**config.mk**
```make
export PLATFORM = sky130hd
export DESIGN_NAME = stage_memory_flat
export DESIGN_NICKNAME = d
export VERILOG_FILES = /design/src/rtl/stage_memory_if.sv /design/src/rtl/stage_memory.sv /design/src/flat_wrapper.sv
export SDC_FILE = /design/constraint.sdc
export NUM_CORES = 1
export LEC_CHECK = 0
export CAP_MARGIN = 20
export CORE_MARGIN = 4
export CORE_UTILIZATION = 45
export CTS_CLUSTER_DIAMETER = 50
export DETAILED_ROUTE_END_ITERATION = 10
export PLACE_DENSITY = 0.85
export SLEW_MARGIN = 15
export SYNTH_ARGS = -nofsm -noshare
export SYNTH_HDL_FRONTEND = slang
export SYNTH_SLANG_ARGS = --single-unit
```
**constraint.sdc**
```tcl
create_clock -name clk -period 3.84 [get_ports clk]
set_input_delay 0.768 -clock clk [delete_from_list [all_inputs] [get_ports clk]]
set_output_delay 0.768 -clock clk [all_outputs]
set_load 0.02 [all_outputs]
```
**src/rtl/stage_memory_if.sv**
```systemverilog
// Data-memory bus between the memory stage (master) and the data memory (slave).
//   req   : access request, held high until ack
//   we    : 1 = write, 0 = read
//   addr  : word-aligned byte address
//   wdata : lane-replicated store data
//   wstrb : byte-lane write strobes, 0000 on reads
//   ack   : completion; rdata is valid in the same cycle
//   rdata : read word
interface stage_memory_if;
    logic        req;
    logic        we;
    logic [31:0] addr;
    logic [31:0] wdata;
    logic [3:0]  wstrb;
    logic        ack;
    logic [31:0] rdata;

    modport master (output req, we, addr, wdata, wstrb, input ack, rdata);
    modport slave  (input req, we, addr, wdata, wstrb, output ack, rdata);
endinterface

```
**src/rtl/stage_memory.sv**
```systemverilog
// Memory stage of a 5-stage RISC-V pipeline.
// Issues loads/stores on the data-memory bus with a two-state IDLE/BUSY FSM,
// stalls the front of the pipeline until the access completes, formats store
// lanes/strobes, aligns and extends load data, and registers the pipeline
// passthroughs towards writeback.
//
// Ports:
//   clk, rst                   clock, synchronous active-high reset
//   execute_*                  instruction fields from the execute stage
//   dmem                       data-memory bus (stage_memory_if.master)
//   mem_rd / mem_regfile_wr_enable / mem_result_src / mem_alu_result /
//   mem_instr_addr_plus        registered passthroughs to writeback
//   mem_read_data              registered aligned/extended load result
//   mem_stall                  combinational stall for IF/ID/EX
//   mem_misaligned             one-cycle misaligned-access flag
//
// Optional feature: define MEM_MISALIGN_TRAP_EN to suppress misaligned half/word
// accesses (no bus request, no stall, write-enable dropped, mem_misaligned pulse).
// Without it, offending low address bits are ignored and mem_misaligned is 0.
module stage_memory (
    input  logic                  clk,
    input  logic                  rst,
    input  logic [4:0]            execute_rd,
    input  logic                  execute_regfile_wr_enable,
    input  logic [1:0]            execute_result_src,
    input  logic                  execute_datamem_wr_enable,
    input  logic [2:0]            execute_funct3,
    input  logic [31:0]           execute_alu_result,
    input  logic [31:0]           execute_wr_datamem_data,
    input  logic [31:0]           execute_instr_addr_plus,
    stage_memory_if.master        dmem,
    output logic [4:0]            mem_rd,
    output logic                  mem_regfile_wr_enable,
    output logic [1:0]            mem_result_src,
    output logic [31:0]           mem_alu_result,
    output logic [31:0]           mem_instr_addr_plus,
    output logic [31:0]           mem_read_data,
    output logic                  mem_stall,
    output logic                  mem_misaligned
);
    typedef enum logic {IDLE = 1'b0, BUSY = 1'b1} state_t;
    state_t state, state_nxt;

    logic [1:0]  lo;
    logic        is_load, is_mem, misaligned, trap, start, complete;
    logic [3:0]  st_strb;
    logic [31:0] st_data;

    // Latched access context, stable for the whole BUSY period
    logic        we_q, load_q;
    logic [31:0] addr_q, wdata_q;
    logic [3:0]  wstrb_q;
    logic [2:0]  f3_q;
    logic [1:0]  lo_q;

    logic [7:0]  ld_byte;
    logic [15:0] ld_half;
    logic [31:0] ld_val;

    assign lo      = execute_alu_result[1:0];
    assign is_load = (execute_result_src == 2'b01);
    assign is_mem  = is_load | execute_datamem_wr_enable;

`ifdef MEM_MISALIGN_TRAP_EN
    assign misaligned = ((execute_funct3[1:0] == 2'b01) && lo[0]) ||
                        (execute_funct3[1] && (lo != 2'b00));
`else
    assign misaligned = 1'b0;
`endif

    // Only meaningful in IDLE: in BUSY the execute fields belong to the held access.
    assign trap     = (state == IDLE) && is_mem && misaligned;
    assign start    = (state == IDLE) && is_mem && !misaligned;
    assign complete = (state == BUSY) && dmem.ack;

    always_comb begin
        state_nxt = state;
        mem_stall = 1'b0;
        case (state)
            IDLE: if (start) begin
                mem_stall = 1'b1;
                state_nxt = BUSY;
            end
            BUSY: if (dmem.ack) state_nxt = IDLE;
                  else          mem_stall = 1'b1;
        endcase
    end

    // Store lane formatting; funct3[1:0] gives the size, word is the fallback.
    always_comb begin
        st_strb = 4'b1111;
        st_data = execute_wr_datamem_data;
        case (execute_funct3[1:0])
            2'b00: begin
                st_strb = 4'b0001 << lo;
                st_data = {4{execute_wr_datamem_data[7:0]}};
            end
            2'b01: begin
                st_strb = lo[1] ? 4'b1100 : 4'b0011;
                st_data = {2{execute_wr_datamem_data[15:0]}};
            end
            default: ;
        endcase
    end

    // Load alignment/extension; funct3[2] selects zero-extension.
    always_comb begin
        ld_byte = dmem.rdata[{lo_q, 3'b000} +: 8];
        ld_half = lo_q[1] ? dmem.rdata[31:16] : dmem.rdata[15:0];
        case (f3_q[1:0])
            2'b00:   ld_val = {{24{ld_byte[7] & ~f3_q[2]}}, ld_byte};
            2'b01:   ld_val = {{16{ld_half[15] & ~f3_q[2]}}, ld_half};
            default: ld_val = dmem.rdata;
        endcase
    end

    always_ff @(posedge clk) begin
        if (rst) begin
            state   <= IDLE;
            we_q    <= 1'b0;
            load_q  <= 1'b0;
            addr_q  <= '0;
            wdata_q <= '0;
            wstrb_q <= '0;
            f3_q    <= '0;
            lo_q    <= '0;
        end else begin
            state <= state_nxt;
            if (start) begin
                we_q    <= execute_datamem_wr_enable;
                load_q  <= is_load;
                addr_q  <= {execute_alu_result[31:2], 2'b00};
                wdata_q <= st_data;
                wstrb_q <= execute_datamem_wr_enable ? st_strb : 4'b0000;
                f3_q    <= execute_funct3;
                lo_q    <= lo;
            end
        end
    end

    assign dmem.req   = (state == BUSY);
    assign dmem.we    = we_q;
    assign dmem.addr  = addr_q;
    assign dmem.wdata = wdata_q;
    assign dmem.wstrb = wstrb_q;

    // Stalled edges insert a bubble by clearing only the write enable.
    always_ff @(posedge clk) begin
        if (rst) begin
            mem_rd                <= '0;
            mem_regfile_wr_enable <= 1'b0;
            mem_result_src        <= '0;
            mem_alu_result        <= '0;
            mem_instr_addr_plus   <= '0;
            mem_read_data         <= '0;
        end else begin
            if (mem_stall) begin
                mem_regfile_wr_enable <= 1'b0;
            end else begin
                mem_rd                <= execute_rd;
                mem_regfile_wr_enable <= execute_regfile_wr_enable & ~trap;
                mem_result_src        <= execute_result_src;
                mem_alu_result        <= execute_alu_result;
                mem_instr_addr_plus   <= execute_instr_addr_plus;
            end
            if (complete && load_q) mem_read_data <= ld_val;
        end
    end

`ifdef MEM_MISALIGN_TRAP_EN
    always_ff @(posedge clk) begin
        if (rst) mem_misaligned <= 1'b0;
        else     mem_misaligned <= trap;
    end
`else
    assign mem_misaligned = 1'b0;
`endif
endmodule

```
**src/flat_wrapper.sv**
```systemverilog
// flat-port wrapper written by rule: the top's interface ports become plain ports
module stage_memory_flat 
  (clk, rst, execute_rd, execute_regfile_wr_enable, execute_result_src, execute_datamem_wr_enable, execute_funct3, execute_alu_result, execute_wr_datamem_data, execute_instr_addr_plus, mem_rd, mem_regfile_wr_enable, mem_result_src, mem_alu_result, mem_instr_addr_plus, mem_read_data, mem_stall, mem_misaligned, dmem_req, dmem_we, dmem_addr, dmem_wdata, dmem_wstrb, dmem_ack, dmem_rdata);
  stage_memory_if dmem_i ();
  input  logic clk;
  input  logic rst;
  input  logic [4:0] execute_rd;
  input  logic execute_regfile_wr_enable;
  input  logic [1:0] execute_result_src;
  input  logic execute_datamem_wr_enable;
  input  logic [2:0] execute_funct3;
  input  logic [31:0] execute_alu_result;
  input  logic [31:0] execute_wr_datamem_data;
  input  logic [31:0] execute_instr_addr_plus;
  output logic [4:0] mem_rd;
  output logic mem_regfile_wr_enable;
  output logic [1:0] mem_result_src;
  output logic [31:0] mem_alu_result;
  output logic [31:0] mem_instr_addr_plus;
  output logic [31:0] mem_read_data;
  output logic mem_stall;
  output logic mem_misaligned;
  output wire logic [$bits(dmem_i.req)-1:0] dmem_req;
  output wire logic [$bits(dmem_i.we)-1:0] dmem_we;
  output wire logic [$bits(dmem_i.addr)-1:0] dmem_addr;
  output wire logic [$bits(dmem_i.wdata)-1:0] dmem_wdata;
  output wire logic [$bits(dmem_i.wstrb)-1:0] dmem_wstrb;
  input wire logic [$bits(dmem_i.ack)-1:0] dmem_ack;
  input wire logic [$bits(dmem_i.rdata)-1:0] dmem_rdata;
  assign dmem_req = dmem_i.req;
  assign dmem_we = dmem_i.we;
  assign dmem_addr = dmem_i.addr;
  assign dmem_wdata = dmem_i.wdata;
  assign dmem_wstrb = dmem_i.wstrb;
  assign dmem_i.ack = dmem_ack;
  assign dmem_i.rdata = dmem_rdata;
  stage_memory u_core (.clk(clk), .rst(rst), .execute_rd(execute_rd), .execute_regfile_wr_enable(execute_regfile_wr_enable), .execute_result_src(execute_result_src), .execute_datamem_wr_enable(execute_datamem_wr_enable), .execute_funct3(execute_funct3), .execute_alu_result(execute_alu_result), .execute_wr_datamem_data(execute_wr_datamem_data), .execute_instr_addr_plus(execute_instr_addr_plus), .dmem(dmem_i), .mem_rd(mem_rd), .mem_regfile_wr_enable(mem_regfile_wr_enable), .mem_result_src(mem_result_src), .mem_alu_result(mem_alu_result), .mem_instr_addr_plus(mem_instr_addr_plus), .mem_read_data(mem_read_data), .mem_stall(mem_stall), .mem_misaligned(mem_misaligned));
endmodule
```
# ---- Word-level counts from Yosys, hierarchy flattened
# Index checks and enable logic that the tools add are counted.
dict set report op_classes {
  bitwise 5
  shifts 2
  eq_ne 3
  mux 9
  n_reduce_logical 6
}
# operator n
set ops {}
lappend ops {{$pmux W32 S2} 2}
lappend ops {{$shiftx A32 B6 Y8} 1}
lappend ops {{$mux W16} 1}
lappend ops {{$mux W4} 2}
lappend ops {{$pmux W4 S2} 1}
lappend ops {{$eq A2 B1 Y1 const B} 3}
lappend ops {{$logic_not A2 Y1} 2}
lappend ops {{$shl A1 B2 Y4 const A} 1}
lappend ops {{$logic_and A1 B1 Y1} 3}
lappend ops {{$and A1 B1 Y1} 2}
lappend ops {{$mux W1} 2}
lappend ops {{$not A1 Y1} 2}
lappend ops {{$pmux W1 S2} 1}
lappend ops {{$reduce_or A2 Y1} 1}
lappend ops {{$or A1 B1 Y1} 1}
dict set report word_totals {
  out_inout_bits 176
  regBits 178
  in_bits 143
  elab_cells 39
}

# ---- Logic depth before layout (Yosys ltp)
dict set report depth {
  depth_word 6
  depth_mapped 7
  mapped_depth_nobuf 5
}

# ---- Worst setup path after synthesis
# No wires, ideal clock.
dict set report synth_timing {
  kind {in2out}
  startpoint {input port execute_result_src[0]}
  endpoint {output port mem_stall}
  path_buffers 1
  setup_slack_ns 1.425
  arrival_time_ns 1.647
  path_stages 4
  required_ns 3.072
  cell_sequence {nor2b_1 -> o31ai_4 -> inv_4 -> buf_6}
}
dict set report synth_between {
  elab_chain_len 5
}
# item line_no
set synth_lines {}
lappend synth_lines {{start, declared} flat_wrapper.sv:9} ;# input logic [1:0] execute_result_src;
lappend synth_lines {{$eq A2 B1 Y1} stage_memory.sv:61} ;# assign is_load = (execute_result_src == 2'b01);
lappend synth_lines {{$or A1 B1 Y1} stage_memory.sv:62} ;# assign is_mem = is_load | execute_datamem_wr_enable;
lappend synth_lines {{$logic_and A1 B1 Y1} --}
lappend synth_lines {{$mux W1} stage_memory.sv:80} ;# IDLE: if (start) begin
lappend synth_lines {{$pmux W1 S2} stage_memory.sv:79} ;# case (state)
lappend synth_lines {{end, declared} flat_wrapper.sv:21} ;# output logic mem_stall;
# Every way passes these cells.

# ---- Worst setup path after layout
# Ends and elaborated chain as after synthesis.

==> impl_metrics.toml <==
[outcome]
status = "finished clean"

[logic_synthesis]
synth_top_family_by_area = "simple AND/OR/NAND/NOR gates"
synth_compound_area_frac = 0.184
synthDominantCellAreaShare = 0.499
ys_warn_count = 0
synth-xor-area-share = 0
synthTopCellsByArea = "dfxtp_1, nand2_1, a21oi_1, o21ai_0, mux2i_1"
postSynthAreaPerCell_um2 = 8.09
synthAdderAreaFrac = 0
synth_largest_area_cell = "dfxtp_1"
synthSimpleGateAreaFrac = 0.214
netlist_instances = 882
async_flop_share = 0
synth.ff_latch_count = 178
synth_area_mm2 = 0.00714
synth_edf_count = 0
synth_ff_type = "dfxtp_1"
synth_cell_type_count = 36
synth.area.mux_share = 0.0473
ys_seq_area_frac = 0.499

[timing]
setup_viol_count_final = 0
period_minus_slack_ps = 3170
fin_hold_ws_ps = 448
rsz0062_at_grt = "no"
tns_ps = 0
max_slew_margin = 0.372
clock-skew-final_ps = 9.84
slew_viol_final = 0
hold_viol = 0
tightest_slew_ps = 940
fmax_ghz = 0.315
period_share = 0.826

[detailed_routing]
drt-initial-drc-count = 453
vias = 7074
detail-route-antenna-nets = 0
dr.pass1.iters = 5
via_per_inst = 5.13
wire_per_inst_um = 17.0
routed_wl_um = 23400
drc = 0

[pwr]
totalPowerFinal_mw = 4.76
cellPowerDensity_mw_per_mm2 = 437
ir_drop_uv = 289
p_leak_nw = 4.07

[worst_setup_path]
setup.worst_path.start_class = "primary input"
startpoint = "execute_result_src[0]"
required_ps = 3070
cp.arrival_ps = 2400
reg2reg_from = "u_core.lo_q[1]$_SDFFE_PP0P_"
worstSetupPathType = "in -> out"
crit_path_end_kind = "output port"
crit_fanout = 3

[finish]
synthToLayoutAreaGrowth_pct = 52.7
fin_util = 0.709
layout_common_cells = "clkdlybuf4s50_1, nand2_1, dfxtp_1"
final_common_cell = "clkdlybuf4s50_1"
antenna_cells = 0
final_cells = 1379
drive_gt1_frac = 0.0557
final_nets = 1298

[global_routing]
grt_pass1_vias = 6879
grt.overflow.total = 0
grt_max_degree = 179
grt_pass1_wl_um = 36100
grt_use_total = 0.253
antenna_found_initial = 0

[cts]
cts_tree = "done"
cts_buffers = 17
cts_resized = 0
root_buffer = "clkbuf_16"
clk_pin_slew_ps = 60
postCtsSetupRepairBufs = 0
htreeDepth = 4
clkSinkCount = 178
ctsHoldBuffers = 0
worstSkewPairLatency_ps = 420
cts_buffer_depth = 2

[floorplan]
core.rowCount = 45
start_util = 0.464
dieWidth_um = 134
die_area_mm2 = 0.0179
core_area_mm2 = 0.0154
dieHeight_um = 134
pin_count = 319

[placement]
portBuffers = 315
place.gp.congestion = 0.854
dpl.cell_count = 1347
dp_hpwl_um = 16500

[min_path]
hp-start = "u_core.mem_alu_result[26]$_SDFFE_PP0N_"
min_path_type = "reg -> reg"

[flow_run]
cap_violations = 0
-- logic make-up (layout without fill, tap and decap cells) --
group / Yosys count / in the layout
AO/OA/AOI/OAI: 235 / 235
buffers and inverters: 76 / 360
flip-flops: 178 / 178
multiplexers: 31 / 31
other: 1 / 3
AND/OR/NAND/NOR: 361 / 361
-- state kept, by name, indices dropped and copies added, names as in the netlist --
name	cells
u_core.dmem.addr	30
u_core.dmem.req	1
u_core.dmem.wdata	32
u_core.dmem.we	1
u_core.dmem.wstrb	4
u_core.f3_q	3
u_core.lo_q	2
u_core.load_q	1
u_core.mem_alu_result	32
u_core.mem_instr_addr_plus	32
u_core.mem_rd	5
u_core.mem_read_data	32
u_core.mem_regfile_wr_enable	1
u_core.mem_result_src	2
-- area by class of cell --
cell class,instances,area (um^2)
multi-input combinational,630,3200
tap,211,264
clock buffer,18,439
timing repair buffer,325,3250
inverter,3,13.8
sequential,178,3560
fill,1199,4480
clock inverter,14,164
-- power breakdown --
| group | internal, mW | total (mW) | switching (mW) |
|---|---|---|---|
| clock | 0.999 | 1.77 | 0.771 |
| sequential | 1.97 | 2.04 | 0.0719 |
| combinational | 0.445 | 0.953 | 0.508 |
-- routing by layer --
layer / track usage / vias up / routed length [um]
met4: 0.112 / 0 / 817
met2: 0.416 / 295 / 11200
met1: 0.294 / 3209 / 9050
met5: 0 / - / 0
met3: 0.0949 / 53 / 2300
li1: - / 3517 / -
-- synthesized netlist by cell type (2+ instances only) --
master	instances
nor2b_1	5
and3_1	17
clkbuf_1	34
buf_1	6
nand2_1	273
a21oi_1	154
a211oi_1	15
buf_6	8
mux2_2	12
buf_4	6
a311oi_1	8
buf_2	19
o21ai_0	44
inv_1	2
nor2_1	36
a221o_1	6
dfxtp_1	178
nor3_1	10
nor3b_2	2
nand2b_1	5
a2111oi_0	2
nand3b_1	9
mux2i_1	18
-- worst paths after layout --
kind                                             to  slack, ps  cells after the start
max reg2reg   u_core.mem_read_data[22]$_SDFFE_PP0P_       1370                      4
max                                       mem_stall        670                      5
min          u_core.mem_alu_result[26]$_SDFFE_PP0N_        450                      2
min reg2reg  u_core.mem_alu_result[26]$_SDFFE_PP0N_        450                      2
-- metrics by stage --
| stage | instance area [um^2] | setup slack, ps |
|---|---|---|
| after CTS | 10900 | 677 |
| after floorplan | 7140 | 1420 |
| after global routing | 10900 | 655 |
| after detailed placement | 10300 | 678 |
| final | 10900 | 669 |
| after global placement | 10300 | 684 |
-- worst max-delay path, cell delays in order --
cell             delay (ps)
clkdlybuf4s50_1         500
nor2b_1                 320
o31ai_4                 110
inv_4                    80
clkdlybuf4s50_1         630
Note: power is estimated with default switching activity, not from simulation.
